File: config.mk
export PLATFORM = sky130hd
export DESIGN_NAME = shift_stage
export DESIGN_NICKNAME = d
export VERILOG_FILES = /design/src/rtl/shift_pkg.sv /design/src/rtl/shift_core.sv /design/src/rtl/shift_stage.sv
export SDC_FILE = /design/constraint.sdc
export NUM_CORES = 1
export LEC_CHECK = 0
export ABC_AREA = 1
export CAP_MARGIN = 20
export CORE_UTILIZATION = 50
export CTS_BUF_LIST = sky130_fd_sc_hd__clkbuf_8
export CTS_CLUSTER_DIAMETER = 60
export DETAILED_ROUTE_END_ITERATION = 6
export GPL_TIMING_DRIVEN = 0
export PLACE_DENSITY = 0.77
export SYNTH_ARGS = -nofsm -noshare
export SYNTH_HDL_FRONTEND = slang
export SYNTH_SLANG_ARGS = --single-unit
File: constraint.sdc
create_clock -name CLK -period 1.2 [get_ports CLK]
set_input_delay 0.24 -clock CLK [delete_from_list [all_inputs] [get_ports CLK]]
set_output_delay 0.24 -clock CLK [all_outputs]
set_load 0.005 [all_outputs]
File: src/rtl/shift_pkg.sv
// Shared types and constants for the operand-2 shift stage, plus the decoder that
// folds (ShByReg, ShType, Shamt) into a barrel-core request and a special-case code.
package shift_pkg;

  localparam int SH_DATA_W = 32;
  localparam int SH_AMT_W  = 8;

  typedef enum logic [1:0] {
    SH_LSL = 2'b00,
    SH_LSR = 2'b01,
    SH_ASR = 2'b10,
    SH_ROR = 2'b11
  } sh_type_e;

  typedef enum logic [2:0] {
    SP_CORE,       // barrel core result by amt5 (1..31)
    SP_PASS,       // Src unchanged, C = CarryIn
    SP_ZERO_CLSB,  // 0, C = Src[0]
    SP_ZERO_CMSB,  // 0, C = Src[31]
    SP_ZERO_C0,    // 0, C = 0
    SP_SIGN,       // all sign bits, C = Src[31]
    SP_RRX,        // {CarryIn, Src[31:1]}, C = Src[0]
    SP_ROR32       // Src, C = Src[31]
  } sh_special_e;

  typedef struct packed {
    sh_type_e    kind;
    logic [4:0]  amt5;
    sh_special_e code;
  } sh_norm_t;

  typedef struct packed {
    logic [SH_DATA_W-1:0] data;
    logic                 carry;
  } sh_result_t;

  function automatic sh_norm_t shift_normalise(input logic                by_reg,
                                               input sh_type_e            ty,
                                               input logic [SH_AMT_W-1:0] shamt);
    sh_norm_t n;
    n.kind = ty;
    n.amt5 = shamt[4:0];
    n.code = SP_CORE;
    if (!by_reg) begin
      // An imm5 of zero encodes a distinct operation for every type but LSL.
      if (shamt[4:0] == 5'd0) begin
        unique case (ty)
          SH_LSL: n.code = SP_PASS;
          SH_LSR: n.code = SP_ZERO_CMSB;
          SH_ASR: n.code = SP_SIGN;
          SH_ROR: n.code = SP_RRX;
        endcase
      end
    end else if (shamt == 8'd0) begin
      n.code = SP_PASS;
    end else begin
      unique case (ty)
        SH_LSL: if (shamt == 8'd32) n.code = SP_ZERO_CLSB;
                else if (shamt > 8'd32) n.code = SP_ZERO_C0;
        SH_LSR: if (shamt == 8'd32) n.code = SP_ZERO_CMSB;
                else if (shamt > 8'd32) n.code = SP_ZERO_C0;
        SH_ASR: if (shamt >= 8'd32) n.code = SP_SIGN;
        SH_ROR: if (shamt[4:0] == 5'd0) n.code = SP_ROR32;
      endcase
    end
    return n;
  endfunction

endpackage

File: src/rtl/shift_core.sv
// Combinational 5-stage logarithmic barrel shifter (LSL/LSR/ASR/ROR by 0..31) with
// carry-out = last bit shifted out. LSL is done as a right shift of the bit-reversed operand.
module shift_core
  import shift_pkg::*;
(
  input  logic [1:0]  kind,
  input  logic [4:0]  amt5,
  input  logic [31:0] src,
  output logic [31:0] result,
  output logic        carry
);

  sh_type_e    ty;
  logic [31:0] src_rev;
  logic [31:0] res_rev;
  logic [31:0] fill;
  logic [32:0] ext;
  logic [64:0] wide;

  assign ty = sh_type_e'(kind);

  // ext = {data, guard}; shifting the guard along with the data leaves the last
  // bit shifted out in ext[0] after all stages.
  always_comb begin
    // NOTE: blocking assignments here - each stage must see the previous stage's value
    // within the same evaluation; registered state elsewhere uses non-blocking.
    for (int i = 0; i < 32; i++) src_rev[i] = src[31-i];
    ext  = {(ty == SH_LSL) ? src_rev : src, 1'b0};
    fill = '0;
    wide = '0;
    for (int s = 0; s < 5; s++) begin
      unique case (ty)
        SH_ASR:  fill = {32{ext[32]}};
        SH_ROR:  fill = ext[32:1];
        default: fill = '0;
      endcase
      wide = {fill, ext} >> (1 << s);
      if (amt5[s]) ext = wide[32:0];
    end
    for (int i = 0; i < 32; i++) res_rev[i] = ext[32-i];
    result = (ty == SH_LSL) ? res_rev : ext[32:1];
    carry  = ext[0];
  end

endmodule

File: src/rtl/shift_stage.sv
// Registered operand-2 shift stage with valid/ready on both sides.
// Define SHIFT_STAGE_SKID_EN for a 2-entry skid buffer with a registered InReady.
module shift_stage
  import shift_pkg::*;
#(
  parameter int DATA_W = 32,
  parameter int AMT_W  = 8
) (
  input  logic              CLK,
  input  logic              RESET,
  input  logic              InValid,
  output logic              InReady,
  input  logic [DATA_W-1:0] Src,
  input  logic [1:0]        ShType,
  input  logic              ShByReg,
  input  logic [AMT_W-1:0]  Shamt,
  input  logic              CarryIn,
  output logic              OutValid,
  input  logic              OutReady,
  output logic [DATA_W-1:0] ShOut,
  output logic              ShCarry
);

  if (DATA_W != SH_DATA_W || AMT_W != SH_AMT_W) begin : g_width_check
    $error("shift_stage supports only DATA_W=32 and AMT_W=8");
  end

  sh_norm_t    norm;
  sh_result_t  res_d;
  logic [31:0] core_data;
  logic        core_carry;
  logic        accept;

  assign norm   = shift_normalise(ShByReg, sh_type_e'(ShType), Shamt);
  assign accept = InValid & InReady;

  shift_core u_core (
    .kind   (norm.kind),
    .amt5   (norm.amt5),
    .src    (Src),
    .result (core_data),
    .carry  (core_carry)
  );

  always_comb begin
    // NOTE: defaults before the case so every path assigns res_d and no latch is inferred.
    res_d.data  = core_data;
    res_d.carry = core_carry;
    unique case (norm.code)
      SP_PASS:      begin res_d.data = Src;                   res_d.carry = CarryIn;            end
      SP_ZERO_CLSB: begin res_d.data = '0;                    res_d.carry = Src[0];             end
      SP_ZERO_CMSB: begin res_d.data = '0;                    res_d.carry = Src[SH_DATA_W-1];   end
      SP_ZERO_C0:   begin res_d.data = '0;                    res_d.carry = 1'b0;               end
      SP_SIGN:      begin res_d.data = {SH_DATA_W{Src[SH_DATA_W-1]}};
                                                              res_d.carry = Src[SH_DATA_W-1];   end
      SP_RRX:       begin res_d.data = {CarryIn, Src[SH_DATA_W-1:1]};
                                                              res_d.carry = Src[0];             end
      SP_ROR32:     begin res_d.data = Src;                   res_d.carry = Src[SH_DATA_W-1];   end
      default:      ;
    endcase
  end

`ifdef SHIFT_STAGE_SKID_EN
  logic       out_valid_d, out_valid_q;
  logic       skid_valid_d, skid_valid_q;
  logic       in_ready_d, in_ready_q;
  sh_result_t out_d, out_q, skid_d, skid_q;

  // The skid entry is always older than any new request, so it drains first.
  always_comb begin
    out_valid_d  = out_valid_q;
    out_d        = out_q;
    skid_valid_d = skid_valid_q;
    skid_d       = skid_q;
    if (!out_valid_q || OutReady) begin
      if (skid_valid_q) begin
        out_valid_d  = 1'b1;
        out_d        = skid_q;
        skid_valid_d = 1'b0;
      end else begin
        out_valid_d = accept;
        if (accept) out_d = res_d;
      end
    end else if (accept) begin
      skid_valid_d = 1'b1;
      skid_d       = res_d;
    end
    in_ready_d = !skid_valid_d;
  end

  always_ff @(posedge CLK or posedge RESET) begin
    if (RESET) begin
      // NOTE: data registers are reset too, because ShOut/ShCarry must read 0 out of reset.
      out_valid_q  <= 1'b0;
      out_q        <= '0;
      skid_valid_q <= 1'b0;
      skid_q       <= '0;
      in_ready_q   <= 1'b1;
    end else begin
      out_valid_q  <= out_valid_d;
      out_q        <= out_d;
      skid_valid_q <= skid_valid_d;
      skid_q       <= skid_d;
      in_ready_q   <= in_ready_d;
    end
  end

  assign InReady = in_ready_q;
`else
  logic       out_valid_d, out_valid_q;
  sh_result_t out_d, out_q;

  always_comb begin
    out_valid_d = out_valid_q;
    out_d       = out_q;
    if (InReady) begin
      out_valid_d = accept;
      if (accept) out_d = res_d;
    end
  end

  always_ff @(posedge CLK or posedge RESET) begin
    if (RESET) begin
      out_valid_q <= 1'b0;
      out_q       <= '0;
    end else begin
      out_valid_q <= out_valid_d;
      out_q       <= out_d;
    end
  end

  assign InReady = !out_valid_q || OutReady;
`endif

  assign OutValid = out_valid_q;
  assign ShOut    = out_q.data;
  assign ShCarry  = out_q.carry;

endmodule

==> summary.txt, run 1 <==
starting density of the core: 51.9%
Post-Synth Adder-Cell Area: 0%
Cell Area, Synth: 5380 um2
PortBufs: 79
Syn. warnings: 0
xor/xnor share of the synthesized area: 0%
error msg: [ERROR GRT-0232] Routing congestion too high. Check the congestion heatmap in the GUI.
Failed at: 5_1_grt
Compound-Gate Fraction of Synth Area: 5.56%
grt ovf: 68
Die Wd: 106 um
Syn Nets: 1100
status: did not finish
I/O pins: 83
clock sinks: 34
Unique masters post-synth: 29
Syn Area/Cell: 5.11 um2
hold-fix buffers at CTS: 0
CTS Buffer Depth: 2
placed inst area: 6400 um2
post-synthesis sequential area ratio: 15.8%
global placer's final weighted congestion: 1.11
pre-CTS setup slack: -1650 ps
Post-Syn Instances: 1052
Worst Endpoint after GRT Repair: ShOut[3]$_DFFE_PP0P_/D
worst ep type: register data pin
Die Height: 106 um
CTS buffer count: 5
DP HPWL: 19800 um
simple-gate share of the synthesized area: 68.3%
mux cell area share after synthesis: 0%
Total GRT Usage: 74.6%
clock root cell: clkbuf_8
largest family of logic cells by synthesized area: simple AND/OR/NAND/NOR gates
largest net degree at the start of global routing: 19
row count: 37
H-tree depth: 2
Yosys reg bits: 34
[repair_timing]
action                     4_1_cts
pin swaps                      102
setup endpoints to repair       69
buffers inserted                27
cloned                          12
resized for setup              484
[cell usage after synthesis]
| library cell | n | area, um2 |
|---|---|---|
| inv_1 | 46 | 173 |
| nand2_4 | 3 | 33.8 |
| a21oi_2 | 5 | 43.8 |
| nor3_1 | 4 | 20.0 |
| nand2_2 | 5 | 31.3 |
| nand2_1 | 359 | 1350 |
| buf_4 | 3 | 22.5 |
| inv_2 | 10 | 37.5 |
| a21boi_0 | 1 | 7.51 |
| dfrtp_1 | 34 | 851 |
| o21ai_1 | 4 | 20.0 |
| nand3_1 | 324 | 1620 |
| nor2_4 | 5 | 56.3 |
| buf_2 | 19 | 95.1 |
| nor2_2 | 2 | 12.5 |
| nand3b_1 | 1 | 7.51 |
| o21ai_0 | 6 | 30.0 |
| nor3_2 | 1 | 10.0 |
| nor2_8 | 1 | 20.0 |
| nor2_1 | 127 | 477 |
| buf_6 | 6 | 67.6 |
| a211oi_1 | 1 | 7.51 |
| a21oi_1 | 35 | 175 |
| clkinv_1 | 3 | 11.3 |
| o211ai_1 | 2 | 15.0 |
| nand4_1 | 4 | 25.0 |
| buf_1 | 19 | 71.3 |
| clkbuf_1 | 21 | 78.8 |
| nand3_2 | 1 | 10.0 |
[cell families after synthesis]
group	after synthesis
flops	34
simple gates	837
buf+inv	127
compound gates	54
[routing by layer]
layer,overflow,GRT usage (%)
met5,0,16.2
met4,27,71.8
met3,0,58.8
met2,40,93.1
met1,1,75.1
[stage by stage]
step	std cells	hold WS, ps
after global placement	1267	467
after detailed placement	1268	473
after floorplan	1052	382
after CTS	1315	384
==> run 2: changes to the inputs <==
- CORE_UTILIZATION: 50 -> 35
- CTS_BUF_LIST: sky130_fd_sc_hd__clkbuf_8 -> not set
- CTS_CLUSTER_DIAMETER: 60 -> not set
- PLACE_DENSITY: 0.77 -> not set
- PLACE_DENSITY_LB_ADDON: not set -> 0.15
- clock period: 1.2 -> 1.6 ns (I/O delays scaled with it)
==> run 2 against run 1 <==
The flow now finishes, with violations (setup timing). Synthesized cell count unchanged. Synthesized area stayed put.
==> summary.txt, run 2 <==
status: finished with violations
violated checks: setup timing
CTS tree: done
residual DRC count: 0
Die Height: 126 um (+19%)
layout cells sized above 1: 52.3%
clock root cell: clkbuf_16
largest net degree at the start of global routing: 24
endpoint class of the critical path: flop
Finished Core Util: 64.6%
pre-CTS setup slack: -1400 ps (+243 ps)
Post-synth EDFFs: 0 (unchanged)
unrepaired setup endpoints after global routing: yes
vias in the first global route: 7496
global placer's final weighted congestion: 1.06 (-4.1%)
Cell Area, Synth: 5380 um2 (unchanged)
Pre-antenna DRT Iters: 6
vias: 8469
Yosys reg bits: 34 (unchanged)
PortBufs: 79 (unchanged)
Final #Nets: 1232
CTS Buffer Depth: 2 (unchanged)
Yosys top cell by area: nand3_1
CTS buffer count: 5 (unchanged)
post-synthesis sequential area ratio: 15.8% (unchanged)
Internal: 3.06 mW
H-tree depth: 2 (unchanged)
first-pass GRT wire length: 43800 um
Detailed Route Iter0 Violations: 1076
Syn Nets: 1100 (unchanged)
Synth top area share: 30.1% (unchanged)
row count: 44 (+19%)
Setup TNS Final: -10360 ps
crit path from: ShType[1]
Slew headroom: 50.4%
sequential share of power: 20.1%
WL final: 30500 um
Post-Syn Instances: 1052 (unchanged)
Reg2Reg Setup Slack: 90 ps
Layout area overhead: 77.2%
fin crit share: 123%
max cap viols: 0
antenna cells: 0
LEAKAGE: 4.45 nW
register clock-pin slew on the reported worst setup and hold paths: 50 ps
final total power: 5.61 mW
Syn. warnings: 0 (unchanged)
CP cell instances: buf_12 -> nor2_4 -> buf_6 -> buf_4 -> nand2_2 -> nand2_1 -> nand2_1 -> nand3_2 -> nand2_1 -> nand2_2 -> nand2_1 -> nand2_1 -> nand2_1 -> nand2_1 -> nand2_1 -> nand2_1 -> nand2_1 -> nand3_2 -> a21oi_2
Non-Filler Instances: 1369
final-report setup violation count: 33
Sw Share: 45.5%
starting density of the core: 36.5% (-15 points)
Syn Area/Cell: 5.11 um2 (unchanged)
most frequent cells in the layout: nand2_1 (194), nand3_2 (173), nand2_2 (149)
CP max-delay cell: buf_6
worst reg2reg path depth: 6
crit-path most repeated cell: nand2_1
Commonest cells post-synth: nand2_1 (359), nand3_1 (324), nor2_1 (127), inv_1 (46), a21oi_1 (35)
max reg flops: 32
Fin Clk Skew: 1.66 ps
crit path DAT: 2140 ps
fmax: 0.506 GHz
clock network fraction of total power: 18.6%
clk_lat worst skew: 270 ps
Min-Delay Path Class: in -> async
WS Path Type: in -> reg
Worst R2R End: ShOut[24]
Fill cells: 1304
clock sinks: 34 (unchanged)
wire per inst: 22.3 um
Slew Limit Fails: 0
PD cells: 589 nW/um2
worst vdd ir: 424 uV
antenna-violating nets left: 0
Die Wd: 126 um (+19%)
CORE AREA: 14800 um2
Via density: 6.19
grt ovf: 0
initial antenna violation count: 0
slack of the critical path: -375 ps
Area contributors post-synth: nand3_1 (30%), nand2_1 (25%), dfrtp_1 (16%)
I/O pins: 83 (unchanged)
Final Hold Fails: 0
Unique masters post-synth: 29 (unchanged)
Comb power frac: 61.3%
Total GRT Usage: 36.3%
crit start category: input port
Worst Path Required: 1760 ps
crit path max fanout: 6
hold-fix buffers at CTS: 0 (unchanged)
dominant cell by count in the synthesized netlist: nand2_1
most common cell after layout, fill and taps aside: nand2_1
Hold WS: 385 ps
Post-synth top flop: dfrtp_1
DP HPWL: 21800 um (+10%)
Final Cell Area: 9530 um2
Slew @ Worst Pin: 744 ps
Synth async-reset ratio: 100% (unchanged)
sw power: 2.55 mW
cell count after placement: 1316 (+3.8%)
die area: 15900 um2
crit path time final: 1970 ps
largest stage delay on the critical path: 180 ps
Critical R2R Launch: OutValid
Setup crit end: ShOut[7]
placed inst area: 6460 um2 (+0.94%)
[run 2: cell counts after synthesis]
No cell type changed its count.
[run 2: worst min-delay path by stage]
stage | from | to | slack [ps] | cells after the start
4_1_cts | RESET | ShOut[22] | 410 | 2
3_5_place_dp | ShCarry | ShCarry | 490 | 2
6_report | RESET | ShOut[7] | 380 | 2
3_3_place_gp | ShCarry | ShCarry | 490 | 2
2_1_floorplan | RESET | OutValid | 460 | 1
5_1_grt | RESET | ShOut[10] | 450 | 2
[run 2: kinds of logic (layout without fill, tap and decap cells)]
kind of cell / after synthesis / count (layout) / synth area share (%)
AND/OR/NAND/NOR: 837 / 837 / 68.3
AO/OA/AOI/OAI: 54 / 54 / 5.56
buffers and inverters: 127 / 260 / 10.4
flip-flops: 34 / 34 / 15.8
[run 2: area by class of cell]
| class | count | area, um2 | share of cell area [%] |
|---|---|---|---|
| Tap cell | 184 | 230 | 2.42 |
| Inverter | 59 | 231 | 2.43 |
| Multi-Input combinational cell | 891 | 6290 | 66.0 |
| Buffer | 68 | 533 | 5.59 |
| Clock buffer | 8 | 166 | 1.75 |
| Sequential cell | 34 | 851 | 8.93 |
| Timing Repair Buffer | 125 | 1230 | 12.9 |
[run 2: worst max-delay path, delay by kind of cell]
family	cells	cell delay, ps
simple gates	15	1320
buf+inv	3	440
compound gates	1	60
[run 2: repair_timing]
action                     in CTS  in global routing
setup endpoints to repair      34                 33
gates resized for setup       527                213
setup buffers                  22                 12
pin swaps                     137                 94
gates cloned                   11                  1
[run 2: per-layer routing]
layer	track usage, %	vias to the layer above	wire length, um	part of all wire (%)
met3	6.58	129	3210	11
met2	56.9	595	13600	45
met5	0	-	0	0
met1	48.8	4015	11900	39
li1	-	3730	-	-
met4	15.9	0	1780	5.8
[run 2: power groups by stage]
stage               Sequential (mW)  Combinational, mW  Clock (mW)
floorplan                      1.14               1.31           0
global placement               1.14               2.35           0
detailed placement             1.14               2.36           0
CTS                            1.12               2.96        1.06
global route                   1.14               3.63        1.09
finish                         1.13               3.44        1.04
No activity file was read; power rests on OpenSTA's default activity.
